===== config.mk =====
export PLATFORM = sky130hd
export DESIGN_NAME = mem_arbiter_flat
export DESIGN_NICKNAME = d
export VERILOG_FILES = /design/src/rtl/mem_arbiter_if.sv /design/src/rtl/mem_arbiter.sv /design/src/flat_wrapper.sv
export SDC_FILE = /design/constraint.sdc
export NUM_CORES = 1
export LEC_CHECK = 0
export BUFFER_PORTS_ARGS = -buffer_cell sky130_fd_sc_hd__buf_2
export CAP_MARGIN = 20
export CELL_PAD_IN_SITES_DETAIL_PLACEMENT = 1
export CELL_PAD_IN_SITES_GLOBAL_PLACEMENT = 1
export CORE_MARGIN = 1
export CORE_UTILIZATION = 25
export CTS_BUF_LIST = sky130_fd_sc_hd__clkbuf_8
export DETAILED_ROUTE_END_ITERATION = 7
export GPL_TIMING_DRIVEN = 1
export PLACE_DENSITY_LB_ADDON = 0.12
export SETUP_SLACK_MARGIN = 0.05
export SLEW_MARGIN = 20
export SYNTH_ARGS = -nofsm -noshare
export SYNTH_HDL_FRONTEND = slang
export SYNTH_SLANG_ARGS = --single-unit

===== constraint.sdc =====
create_clock -name clk -period 2.96 [get_ports clk]
set_clock_uncertainty 0.2 [all_clocks]
set_input_delay 0.296 -clock clk [delete_from_list [all_inputs] [get_ports clk]]
set_output_delay 0.296 -clock clk [all_outputs]
set_load 0.02 [all_outputs]

===== src/rtl/mem_arbiter_if.sv =====
// rtl/mem_arbiter_if.sv - CPU/loader request ports and RAM port of the memory arbiter
interface mem_arbiter_if #(
    parameter int ADDR_W = 8,
    parameter int DATA_W = 8
);
    logic              cpu_req;
    logic              cpu_we;
    logic [ADDR_W-1:0] cpu_addr;
    logic [DATA_W-1:0] cpu_wdata;
    logic              cpu_lock;
    logic              cpu_gnt;
    logic              cpu_rvalid;
    logic [DATA_W-1:0] cpu_rdata;

    logic              ldr_req;
    logic              ldr_we;
    logic [ADDR_W-1:0] ldr_addr;
    logic [DATA_W-1:0] ldr_wdata;
    logic              ldr_gnt;
    logic              ldr_rvalid;
    logic [DATA_W-1:0] ldr_rdata;

    logic              mem_en;
    logic              mem_we;
    logic [ADDR_W-1:0] mem_addr;
    logic [DATA_W-1:0] mem_wdata;
    logic [DATA_W-1:0] mem_rdata;

    modport slave (
        input  cpu_req, cpu_we, cpu_addr, cpu_wdata, cpu_lock,
        input  ldr_req, ldr_we, ldr_addr, ldr_wdata,
        input  mem_rdata,
        output cpu_gnt, cpu_rvalid, cpu_rdata,
        output ldr_gnt, ldr_rvalid, ldr_rdata,
        output mem_en, mem_we, mem_addr, mem_wdata
    );

    modport master (
        output cpu_req, cpu_we, cpu_addr, cpu_wdata, cpu_lock,
        output ldr_req, ldr_we, ldr_addr, ldr_wdata,
        output mem_rdata,
        input  cpu_gnt, cpu_rvalid, cpu_rdata,
        input  ldr_gnt, ldr_rvalid, ldr_rdata,
        input  mem_en, mem_we, mem_addr, mem_wdata
    );
endinterface


===== src/rtl/mem_arbiter.sv =====
// rtl/mem_arbiter.sv - single-port RAM arbiter between CPU and loader with lock and anti-starvation
module mem_arbiter #(
    parameter int ADDR_W   = 8,
    parameter int DATA_W   = 8,
    parameter int MAX_HOLD = 4
) (
    input  logic          clk,
    input  logic          rst_n,
    mem_arbiter_if.slave  bus
);
    typedef enum logic [1:0] {OWN_NONE, OWN_CPU, OWN_LDR} owner_t;

    localparam logic [3:0] HOLD_LIMIT = 4'(MAX_HOLD);

    owner_t            owner, owner_nxt;
    logic [3:0]        starve_cnt, starve_nxt;
    logic [1:0]        rd_pend;
    logic              locked;
    logic              cpu_win, ldr_win;
    logic              we_sel;
    logic [ADDR_W-1:0] addr_sel;
    logic [DATA_W-1:0] wdata_sel;

    always_ff @(posedge clk) begin
        if (!rst_n) begin
            owner      <= OWN_NONE;
            starve_cnt <= '0;
            rd_pend    <= '0;
        end else begin
            owner      <= owner_nxt;
            starve_cnt <= starve_nxt;
            rd_pend    <= {ldr_win & ~bus.ldr_we, cpu_win & ~bus.cpu_we};
        end
    end

    always_comb begin
        cpu_win    = 1'b0;
        ldr_win    = 1'b0;
        owner_nxt  = owner;
        starve_nxt = starve_cnt;
        locked     = (owner == OWN_CPU) && bus.cpu_lock;

        // Grants are gated by reset so nothing reaches the RAM while held in reset
        if (!rst_n) begin
            cpu_win = 1'b0;
        end else if (locked) begin
            cpu_win = bus.cpu_req;
        end else if (bus.cpu_req && bus.ldr_req) begin
            if (starve_cnt == HOLD_LIMIT) cpu_win = 1'b1;
            else                          ldr_win = 1'b1;
        end else begin
            cpu_win = bus.cpu_req;
            ldr_win = bus.ldr_req;
        end

        if (cpu_win)                                    owner_nxt = OWN_CPU;
        else if (ldr_win)                               owner_nxt = OWN_LDR;
        else if (owner == OWN_CPU && !bus.cpu_lock)     owner_nxt = OWN_NONE;

        if (cpu_win || !bus.cpu_req)                    starve_nxt = '0;
        else if (ldr_win && starve_cnt != HOLD_LIMIT)   starve_nxt = starve_cnt + 4'd1;
    end

    always_comb begin
        we_sel    = 1'b0;
        addr_sel  = '0;
        wdata_sel = '0;
        if (cpu_win) begin
            we_sel    = bus.cpu_we;
            addr_sel  = bus.cpu_addr;
            wdata_sel = bus.cpu_wdata;
        end else if (ldr_win) begin
            we_sel    = bus.ldr_we;
            addr_sel  = bus.ldr_addr;
            wdata_sel = bus.ldr_wdata;
        end
    end

    assign bus.cpu_gnt    = cpu_win;
    assign bus.ldr_gnt    = ldr_win;
    assign bus.mem_en     = cpu_win | ldr_win;
    assign bus.mem_we     = we_sel;
    assign bus.mem_addr   = addr_sel;
    assign bus.mem_wdata  = wdata_sel;

    // RAM output is shared; the rvalid bits say whose read it is
    assign bus.cpu_rvalid = rd_pend[0];
    assign bus.ldr_rvalid = rd_pend[1];
    assign bus.cpu_rdata  = bus.mem_rdata;
    assign bus.ldr_rdata  = bus.mem_rdata;
endmodule


===== src/flat_wrapper.sv =====
// flat-port wrapper written by rule: the top's interface ports become plain ports
module mem_arbiter_flat 
#(
    parameter int ADDR_W   = 8,
    parameter int DATA_W   = 8,
    parameter int MAX_HOLD = 4
)
  (clk, rst_n, bus_cpu_req, bus_cpu_we, bus_cpu_addr, bus_cpu_wdata, bus_cpu_lock, bus_ldr_req, bus_ldr_we, bus_ldr_addr, bus_ldr_wdata, bus_mem_rdata, bus_cpu_gnt, bus_cpu_rvalid, bus_cpu_rdata, bus_ldr_gnt, bus_ldr_rvalid, bus_ldr_rdata, bus_mem_en, bus_mem_we, bus_mem_addr, bus_mem_wdata);
  mem_arbiter_if #(.ADDR_W(ADDR_W), .DATA_W(DATA_W)) bus_i ();
  input  logic clk;
  input  logic rst_n;
  input wire logic [$bits(bus_i.cpu_req)-1:0] bus_cpu_req;
  input wire logic [$bits(bus_i.cpu_we)-1:0] bus_cpu_we;
  input wire logic [$bits(bus_i.cpu_addr)-1:0] bus_cpu_addr;
  input wire logic [$bits(bus_i.cpu_wdata)-1:0] bus_cpu_wdata;
  input wire logic [$bits(bus_i.cpu_lock)-1:0] bus_cpu_lock;
  input wire logic [$bits(bus_i.ldr_req)-1:0] bus_ldr_req;
  input wire logic [$bits(bus_i.ldr_we)-1:0] bus_ldr_we;
  input wire logic [$bits(bus_i.ldr_addr)-1:0] bus_ldr_addr;
  input wire logic [$bits(bus_i.ldr_wdata)-1:0] bus_ldr_wdata;
  input wire logic [$bits(bus_i.mem_rdata)-1:0] bus_mem_rdata;
  output wire logic [$bits(bus_i.cpu_gnt)-1:0] bus_cpu_gnt;
  output wire logic [$bits(bus_i.cpu_rvalid)-1:0] bus_cpu_rvalid;
  output wire logic [$bits(bus_i.cpu_rdata)-1:0] bus_cpu_rdata;
  output wire logic [$bits(bus_i.ldr_gnt)-1:0] bus_ldr_gnt;
  output wire logic [$bits(bus_i.ldr_rvalid)-1:0] bus_ldr_rvalid;
  output wire logic [$bits(bus_i.ldr_rdata)-1:0] bus_ldr_rdata;
  output wire logic [$bits(bus_i.mem_en)-1:0] bus_mem_en;
  output wire logic [$bits(bus_i.mem_we)-1:0] bus_mem_we;
  output wire logic [$bits(bus_i.mem_addr)-1:0] bus_mem_addr;
  output wire logic [$bits(bus_i.mem_wdata)-1:0] bus_mem_wdata;
  assign bus_i.cpu_req = bus_cpu_req;
  assign bus_i.cpu_we = bus_cpu_we;
  assign bus_i.cpu_addr = bus_cpu_addr;
  assign bus_i.cpu_wdata = bus_cpu_wdata;
  assign bus_i.cpu_lock = bus_cpu_lock;
  assign bus_i.ldr_req = bus_ldr_req;
  assign bus_i.ldr_we = bus_ldr_we;
  assign bus_i.ldr_addr = bus_ldr_addr;
  assign bus_i.ldr_wdata = bus_ldr_wdata;
  assign bus_i.mem_rdata = bus_mem_rdata;
  assign bus_cpu_gnt = bus_i.cpu_gnt;
  assign bus_cpu_rvalid = bus_i.cpu_rvalid;
  assign bus_cpu_rdata = bus_i.cpu_rdata;
  assign bus_ldr_gnt = bus_i.ldr_gnt;
  assign bus_ldr_rvalid = bus_i.ldr_rvalid;
  assign bus_ldr_rdata = bus_i.ldr_rdata;
  assign bus_mem_en = bus_i.mem_en;
  assign bus_mem_we = bus_i.mem_we;
  assign bus_mem_addr = bus_i.mem_addr;
  assign bus_mem_wdata = bus_i.mem_wdata;
  mem_arbiter #(.ADDR_W(ADDR_W), .DATA_W(DATA_W), .MAX_HOLD(MAX_HOLD)) u_core (.clk(clk), .rst_n(rst_n), .bus(bus_i));
endmodule

==> impl_metrics.tcl <==
set metrics [dict create \
    port_buffers 60 \
    vias_per_cell 4.426 \
    path_buf_inv 2 \
    row_count 20 \
    wl_per_cell_um 11.61 \
    yosysMostFrequentCell "nand2_1" \
    cts_resized 0 \
    wl_met3_um 172 \
    worst-r2r-setup-slack_ps 980 \
    top_level_ports 85 \
    synth_top_area_share_pct 18.88 \
    grt_pass1_wl_um 3760 \
    ys_types 26 \
    synth_top_cell_by_area "dfxtp_1" \
    drtAntennaViolNets 0 \
    overflow 0 \
    synth-main-ff-cell "dfxtp_1" \
    dieHeight_um 60.25 \
    yosys_warnings 0 \
    wirelength_um 2345 \
    die_area_sq_mm 0.003630 \
    hold_path_depth 2 \
    max_slew_margin_pct 50.96 \
    critPathMaxFanout 20 \
    cts_max_level 1 \
    r2r-start "u_core.starve_cnt[0]$_SDFFE_PP0P_" \
    place_hpwl_um 1856 \
    worstSetupPathType "reg -> out" \
    maxCapViolations 0 \
    hold_viol_final 0 \
    fp.dieW_um 60.25 \
    clockRootBuffer "clkbuf_8" \
    register_area_sq_um 160.2 \
    async_reset_ff_share_pct 0 \
    synth_seq_area_share_pct 18.88 \
    grt_util_all_layers_pct 13.82 \
    crit_chain "inv_1, ha_1, and3b_1, a211o_1, o22ai_1, buf_2" \
    met1Wirelength_um 986 \
    dr.pass1.iters 2 \
    cp.required_ps 2460 \
    hold_buffers 0 \
    clk_transition_reported_paths_ps 40 \
    multi_input_area_sq_um 489.2 \
    clock-sinks 8 \
    min_from "bus_cpu_we" \
    arrival_ps 2190 \
    drc_errors 0 \
    cts_tree "built" \
    drt_iter0_drc 6 \
    critPathSlowestCell "a211o_1" \
    grt_max_degree 38 \
    synthTopCellsByCount "35 x nand2_1, 16 x buf_4, 10 x o22ai_1, 8 x dfxtp_1, 7 x o22ai_2" \
    routabilityCongestion 0.7214 \
    antenna_found_initial 0 \
    syn_area_sq_um 848.3 \
    reg2regPathDepth 5 \
    tns_ps 0 \
    hp-class "in -> reg" \
    finalNetCount 209 \
    critPathTopFamily "compound AO/OA/AOI/OAI gates" \
    r2r_end "u_core.owner[1]$_SDFFE_PP0P_" \
    vdd_ir_drop_max_mv 0.1058 \
    syn_nets 167 \
    fillers 440 \
    synth-seq-cells 8 \
    coreArea_sq_mm 0.003128 \
    initial_utilization_pct 27.12 \
    worstSetupEndpointType "output pin" \
    fmax_ghz 0.3721 \
    netlist_instances 118 \
    p_leak_nw 0.5591 \
    clock_path_buffers 2 \
    startpoint_type "flop" \
    final_util_pct 34.28 \
    postCtsSetupBuffers 0 \
    power_density_mw_per_mm2 348.7 \
    tightestPinTransition_ps 735.5 \
    clk_latency_ps 230 \
    finalCriticalPeriod_ps 2687 \
    avgSynthCellArea_sq_um 7.189 \
    rsz0062_at_grt "no" \
    worstHoldEndpoint "u_core.rd_pend[0]$_SDFF_PN0_" \
    grt_pass1_vias 911 \
    status "finished, final reports clean" \
    layout-drive-gt1-share_pct 46.20 \
    drv_slew 0 \
    met2_length_um 1156 \
    diodes 0 \
    areaGrowthSynthToFinish_pct 26.40 \
    dr.max_layer_used "met4" \
    cp_slowest_stage_delay_ps 600 \
    yosys-top-cells-area "dfxtp_1 19%, nand2_1 15%, buf_4 14%" \
    setup_violations 0 \
    fin_crit_sh_pct 90.79 \
    num_vias 894 \
    synth_edf_count 0 \
    cts_buffers 3 \
]
[cells in the final DEF, fill, tap and decap left out]
cell | Yosys | layout
o22ai_2 | 7 | 7
nor3_2 | 1 | 1
nor4_1 | 1 | 1
dfxtp_1 | 8 | 8
xnor2_1 | 1 | 1
ha_1 | 2 | 2
o21ai_0 | 2 | 2
o21a_1 | 1 | 1
a211o_1 | 1 | 1
clkbuf_8 | 0 | 3
nand3_1 | 1 | 1
buf_2 | 0 | 60
nor2b_1 | 1 | 1
mux2i_1 | 1 | 1
nand2_1 | 35 | 35
a21oi_1 | 2 | 2
or2b_1 | 1 | 1
and2b_1 | 1 | 1
or3_1 | 1 | 1
nor2_1 | 4 | 4
and3b_1 | 2 | 2
o22ai_1 | 10 | 10
o31ai_4 | 1 | 1
buf_4 | 16 | 1
nor3_1 | 5 | 5
inv_1 | 5 | 5
[layer usage]
layer	track usage (%)	up-vias
met5	0	-
met1	15.26	389
li1	-	463
met4	7.309	0
met2	24.33	38
met3	3.030	4
[sequential cells by signal, summed over array words and instances (netlist names)]
signal and cells:
u_core.starve_cnt 4, u_core.owner 2, u_core.rd_pend 2
[through the flow]
stage / setup slack, ps / total power, mW / instance area [sq um] / hold slack [ps] / std cells
after floorplan: 794.3 / 0.2314 / 848.3 / 166.9 / 118
after global placement: 549.2 / 0.2441 / 1031 / 267.8 / 199
after detailed placement: 496.7 / 0.2467 / 1031 / 284.1 / 199
after CTS: 235.7 / 0.3839 / 1072 / 43.11 / 202
after global routing: 119.7 / 0.4008 / 1072 / 51.26 / 202
final: 272.6 / 0.3739 / 1072 / 50.57 / 202
[cell type report]
cell class                      count  share of cell area, %
Clock buffer                        3                  3.851
Inverter                            5                  1.750
Multi-Input combinational cell     81                  45.62
Sequential cell                     8                  14.94
Tap cell                           44                  5.134
Timing Repair Buffer               61                  28.70
[power by group]
part | internal [mW] | switching, mW
sequential | 0.112 | 0.00196
combinational | 0.0534 | 0.0761
clock | 0.0880 | 0.0426
[logic make-up (layout without fill, tap and decap cells)]
logic type / after synthesis / after routing / synth area share, %
muxes: 1 / 1 / 1.180
DFF: 8 / 8 / 18.88
and+or+nand+nor: 53 / 53 / 28.03
xor gates and xnor gates: 1 / 1 / 1.033
buffers and inverters: 29 / 69 / 23.45
adders and majority gates: 2 / 2 / 2.949
AOI/OAI and AO/OA: 24 / 24 / 24.48
[worst max path at each step]
stage               cells past startpoint                         startpoint               end
finish                                  6  u_core.starve_cnt[0]$_SDFFE_PP0P_   bus_mem_addr[6]
global route                            6  u_core.starve_cnt[0]$_SDFFE_PP0P_   bus_mem_addr[5]
CTS                                     6  u_core.starve_cnt[0]$_SDFFE_PP0P_   bus_mem_addr[5]
detailed placement                      6  u_core.starve_cnt[0]$_SDFFE_PP0P_   bus_mem_addr[7]
global placement                        6  u_core.starve_cnt[0]$_SDFFE_PP0P_  bus_mem_wdata[7]
floorplan                               6  u_core.starve_cnt[0]$_SDFFE_PP0P_   bus_mem_addr[0]
No activity file was read; power rests on OpenSTA's default activity.
